**src/rtl/v3a_shift_queue_ctrl.sv**
```systemverilog
// Purpose : sequences p_depth shift-capable slots as one ordered FIFO (slot 0 = head), optional push-front.
// Latency : slot controls are combinational from count + handshakes; count/full/empty register one cycle later.
// Backpr. : enq/pushf accepted when not full or when a dequeue fires in the same cycle; flush blocks all ports.
//
// Ports:
//   clk, rst                 clock, asynchronous active-high reset
//   enq_*                    tail enqueue valid/ready + entry
//   pushf_*                  head insert valid/ready + entry (compiled in with V3A_QCTRL_PUSHF_EN)
//   deq_*                    head dequeue request/ready + head entry (= slot_data0)
//   flush                    synchronous clear of all slots
//   slot_data0               data_out of slot 0
//   slot_wr_data/_wr_data_in per-slot write enable and shared write bus
//   slot_shift_en            per-slot 2-bit shift code, bits [2i+1:2i] for slot i
//   slot_set_occ/_clr_occ    per-slot occupancy set/clear
//   count, full, empty       registered occupancy and its decodes
// Optional feature macro: V3A_QCTRL_PUSHF_EN
module v3a_shift_queue_ctrl #(
  parameter int p_depth     = 8,
  parameter int p_ptrwidth  = 5,
  parameter int p_chanwidth = 32,
  parameter int p_bitwidth  = p_ptrwidth + p_chanwidth,
  parameter int p_cntwidth  = $clog2(p_depth + 1)
) (
  input  logic                    clk,
  input  logic                    rst,
  input  logic                    enq_val,
  output logic                    enq_rdy,
  input  logic [p_bitwidth-1:0]   enq_entry,
  input  logic                    pushf_val,
  output logic                    pushf_rdy,
  input  logic [p_bitwidth-1:0]   pushf_entry,
  input  logic                    deq_val,
  output logic                    deq_rdy,
  output logic [p_bitwidth-1:0]   deq_entry,
  input  logic                    flush,
  input  logic [p_bitwidth-1:0]   slot_data0,
  output logic [p_depth-1:0]      slot_wr_data,
  output logic [p_bitwidth-1:0]   slot_wr_data_in,
  output logic [2*p_depth-1:0]    slot_shift_en,
  output logic [p_depth-1:0]      slot_set_occ,
  output logic [p_depth-1:0]      slot_clr_occ,
  output logic [p_cntwidth-1:0]   count,
  output logic                    full,
  output logic                    empty
);

  // Shift codes shared with the slot registers.
  localparam logic [1:0] SHFT_IDLE = 2'b00;
  localparam logic [1:0] SHFT_FWD  = 2'b01;
  localparam logic [1:0] SHFT_REV  = 2'b10;

  logic [p_cntwidth-1:0] count_q;
  logic [p_cntwidth-1:0] count_d;
  logic                  enq_fire;
  logic                  deq_fire;
  logic                  pushf_fire;

  assign count     = count_q;
  assign full      = (count_q == p_cntwidth'(p_depth));
  assign empty     = (count_q == '0);
  assign deq_entry = slot_data0;

  // deq_fire only depends on deq_val and registered state, so feeding it
  // into the enqueue/push-front ready terms cannot form a loop.
  assign deq_rdy  = !empty && !flush;
  assign deq_fire = deq_val && deq_rdy;

`ifdef V3A_QCTRL_PUSHF_EN
  assign pushf_rdy       = (!full || deq_fire) && !flush;
  assign pushf_fire      = pushf_val && pushf_rdy;
  // Push-front wins over enqueue so the two never write in the same cycle.
  assign enq_rdy         = (!full || deq_fire) && !flush && !pushf_val;
  assign slot_wr_data_in = pushf_fire ? pushf_entry : enq_entry;
`else
  logic unused_pushf;
  assign unused_pushf    = ^{pushf_val, pushf_entry};
  assign pushf_rdy       = 1'b0;
  assign pushf_fire      = 1'b0;
  assign enq_rdy         = (!full || deq_fire) && !flush;
  assign slot_wr_data_in = enq_entry;
`endif

  assign enq_fire = enq_val && enq_rdy;

  // State register
  always_ff @(posedge clk or posedge rst) begin
    if (rst) count_q <= '0;
    else     count_q <= count_d;
  end

  // Next count: only one of enq/pushf can fire, so the net change is -1, 0 or +1.
  always_comb begin
    count_d = count_q;
    if (flush) begin
      count_d = '0;
    end else if ((enq_fire || pushf_fire) && !deq_fire) begin
      count_d = count_q + p_cntwidth'(1);
    end else if (deq_fire && !(enq_fire || pushf_fire)) begin
      count_d = count_q - p_cntwidth'(1);
    end
  end

  // Slot controls
  always_comb begin
    int c;
    c             = int'(count_q);
    slot_wr_data  = '0;
    slot_shift_en = {p_depth{SHFT_IDLE}};
    slot_set_occ  = '0;
    slot_clr_occ  = '0;
    if (flush) begin
      slot_clr_occ = '1;
    end else if (pushf_fire && deq_fire) begin
      // Head replaced in place; everything behind it stays put.
      slot_wr_data[0] = 1'b1;
`ifdef V3A_QCTRL_PUSHF_EN
    end else if (pushf_fire) begin
      // Slots 1..c load their lower neighbour; slot 0 takes the new entry.
      for (int i = 1; i < p_depth; i++) begin
        if (i <= c) slot_shift_en[2*i +: 2] = SHFT_REV;
      end
      slot_wr_data[0] = 1'b1;
      for (int i = 0; i < p_depth; i++) begin
        if (i == c) slot_set_occ[i] = 1'b1;
      end
`endif
    end else if (enq_fire && deq_fire) begin
      // Queue slides forward and the new entry lands in the vacated tail.
      for (int i = 0; i < p_depth; i++) begin
        if (i < c - 1)  slot_shift_en[2*i +: 2] = SHFT_FWD;
        if (i == c - 1) slot_wr_data[i] = 1'b1;
      end
    end else if (enq_fire) begin
      for (int i = 0; i < p_depth; i++) begin
        if (i == c) begin
          slot_wr_data[i] = 1'b1;
          slot_set_occ[i] = 1'b1;
        end
      end
    end else if (deq_fire) begin
      for (int i = 0; i < p_depth; i++) begin
        if (i < c - 1)  slot_shift_en[2*i +: 2] = SHFT_FWD;
        if (i == c - 1) slot_clr_occ[i] = 1'b1;
      end
    end
  end

endmodule

```
**config.mk**
```make
export PLATFORM = sky130hd
export DESIGN_NAME = v3a_shift_queue_ctrl
export DESIGN_NICKNAME = d
export VERILOG_FILES = /design/src/rtl/v3a_shift_queue_ctrl.sv
export SDC_FILE = /design/constraint.sdc
export NUM_CORES = 1
export LEC_CHECK = 0
export CAP_MARGIN = 15
export CELL_PAD_IN_SITES_DETAIL_PLACEMENT = 1
export CELL_PAD_IN_SITES_GLOBAL_PLACEMENT = 1
export CORE_AREA = 2 2 110 112
export CTS_BUF_LIST = sky130_fd_sc_hd__clkbuf_16
export DETAILED_ROUTE_END_ITERATION = 6
export DIE_AREA = 0 0 112 114
export PLACE_DENSITY_LB_ADDON = 0.1
export SLEW_MARGIN = 20
export SYNTH_ARGS = -nofsm -noshare
export SYNTH_HDL_FRONTEND = slang
export SYNTH_SLANG_ARGS = --single-unit
```
**constraint.sdc**
```tcl
create_clock -name clk -period 3.41 [get_ports clk]
set_input_delay 0.8525 -clock clk [delete_from_list [all_inputs] [get_ports clk]]
set_output_delay 0.8525 -clock clk [all_outputs]
set_load 0.005 [all_outputs]
```
==> metrics <==
wire per inst 14.1 um; arrival time worst endpoint ~2.5 ns; area share of the largest cell type after synthesis between 40% and 50%; critical path endpoint slot_shift_en[14]; cell taking the most area after synthesis buf_4; Yosys Warn Count 0; routability cong. 0.676; CTS tree done; Cells after Synth between 200 and 250; Core ar. about 12000 um2; H-tree depth 1; share of cells above drive strength 1 26.4%; Setup violations, final 0; design area 1900 um2; Die Span X ~110 um; status finished, final reports clean; Post-synth top flop dfrtp_1; most common cell in the synthesized netlist buf_4; Area Growth Syn to Fin 20.7%; most common library cells after synthesis 84 x buf_4, 12 x nor2_1, 10 x a21o_1; Crit. End Element output pin; initial antenna violation count 0; vias in the first global route approximately 1.3k; final WL about 4800 um; Fmax 299 MHz; Die Footprint between 10000 and 15000 um2; Top delay family on crit path buffers and inverters; Critical Path Stages 7; Core Rows 40; Total Nets Final 320; io pins 240; Tightest Hold Check Type flip-flop to flip-flop; CP Max Fanout 7; crit-path cells clkdlybuf4s50_1 > buf_6 > buf_4 > o311ai_2 > buf_4 > nor2_1 > clkdlybuf4s50_1; max reg flops 4; WP data required 2.56 ns; initial drt markers 20; Worst R2R Path Depth 12; clock sink count 4; Max Root-Sink Buffers 2; Reg area between 100 and 150 um2; Die H 114 um; Peak supply drop 0.218 mV; cell area after synthesis 1570 um2; Synth cell types 49; max incr delay on CP 0.51 ns; Final Power between 1 and 1.5 mW; worst r2r src count[0]; Crit path buffers/inverters 5; Routed Antenna Nets 0; Initial Util 13.4%; Clock Skew 0.000871 ns; number of synthesized flops with an enable pin 0; crit share post-route 98.0%; register bit total from synthesis 4; Util after Layout between 15 and 20%; wire length of the first global-routing pass ~7500 um; sequential fraction of the synthesis area 6.36%; area occupied by multi-input gates 838 um2; reg2reg end count[3]; hold buffers post-CTS 0; Num CTS Buffers 3; worst hold path stage count 2; GRT Overall Usage 7.44%; gr ovfl total 0; PwrDens 718 nW/um2; first drt pass iteration count 3; Period minus WS final 3.34 ns; Leak 1.04 nW; IO buf count 44; Clk pin slew, worst setup/hold paths 0.03 ns; dominant cells by area after synthesis buf_4 40%, dfrtp_1 6.4%, ha_1 5.6%; via/cell ratio 3.46; DR DRC count 0; vias 1176; R2R setup slack between 0.8 and 0.9 ns; fill cell count between 1k and 1.5k; ANT cells 0; final hold vios 0; async set or reset register ratio after synthesis 100%; Setup crit start deq_val; crit path kind primary input to output pin; Final HPWL DP 3830 um; Area after DPL about 1700 um2; Post-Syn Area per Cell 7.79 um2; largest net degree at the start of global routing 17; critical path startpoint category primary input; CTS Root Cell clkbuf_16; clk_lat worst skew about 0.22 ns; Slowest cell on crit path clkdlybuf4s50_1; total of max-cap violations 0; max-slew violations 0
==> layout by cell type (no fill, tap or decap), types with 4 or more instances in the layout <==
cell type,n
dfrtp_1,4
a21o_1,10
a21oi_1,7
dlygate4sd2_1,15
clkdlybuf4s50_1,19
dlymetal6s2s_1,10
buf_4,28
a41o_1,5
conb_1,9
ha_1,7
nor2_1,11
nand2_1,4
and2_1,5
inv_1,6
==> how the worst min path moves through the flow <==
stage / start / endpoint
2_1_floorplan: rst / count[0]
3_3_place_gp: count[1] / count[1]
3_5_place_dp: count[1] / count[1]
4_1_cts: count[1] / count[1]
5_1_grt: count[1] / count[1]
6_report: count[1] / count[1]
==> repair_timing <==
action / in CTS / in global routing
setup endpoints to repair: 30 / 16
buffers inserted: 0 / 7
resized for setup: 23 / 13
pin swaps: 3 / 3
==> cell type report <==
| type | count | share of cell area, % |
|---|---|---|
| multi-input cells | 105 | 44.1 |
| repair buffers | 73 | 35.2 |
| well taps | 147 | 9.68 |
| flip-flops and latches | 4 | 5.27 |
| clock buffers | 3 | 3.95 |
| inverters | 8 | 1.84 |
==> metal layers <==
layer  GRT usage (%)  routed length, um  up-vias
met5               0                  0        -
met4            1.87                 17        0
met3            2.07                322        8
met2            12.4               2280       60
met1            9.55               2170      544
li1                -                  -      564
==> power breakdown <==
| part | switching, mW | internal [mW] | leakage, nW |
|---|---|---|---|
| logic | 0.575 | 0.506 | 0.952 |
| registers | 0.0372 | 0.0681 | 0.0518 |
| clock network | 0.0294 | 0.149 | 0.0370 |
| total | 0.642 | 0.724 | 1.04 |
==> stage by stage <==
step	setup TNS, ns	cells	worst slack (ns)	hold slack (ns)
5_1_grt	-0.000215	340	-0.000215	0.719
2_1_floorplan	0	210	0.668	0.619
3_3_place_gp	-2.01	330	-0.209	0.648
3_5_place_dp	-2.45	330	-0.225	0.657
6_report	0	340	0.0694	0.645
4_1_cts	-0.0307	333	-0.0123	0.662
==> worst min-delay path: stages (launching register included) <==
cell and delay [ns]:
dfrtp_1 0.33, inv_1 0.11, o21bai_1 0.16
==> cell families after synthesis <==
kind of cell	after synthesis	synth area share [%]
adder cells (fa/ha/maj)	8	6.84
buffers and inverters	101	45.4
AO/OA/AOI/OAI	40	20.9
other	1	0.238
flip-flops	4	6.36
multiplexers	2	1.35
AND/OR/NAND/NOR	42	16.7
XOR/XNOR	4	2.23
Power figures use the tool's default switching activity.
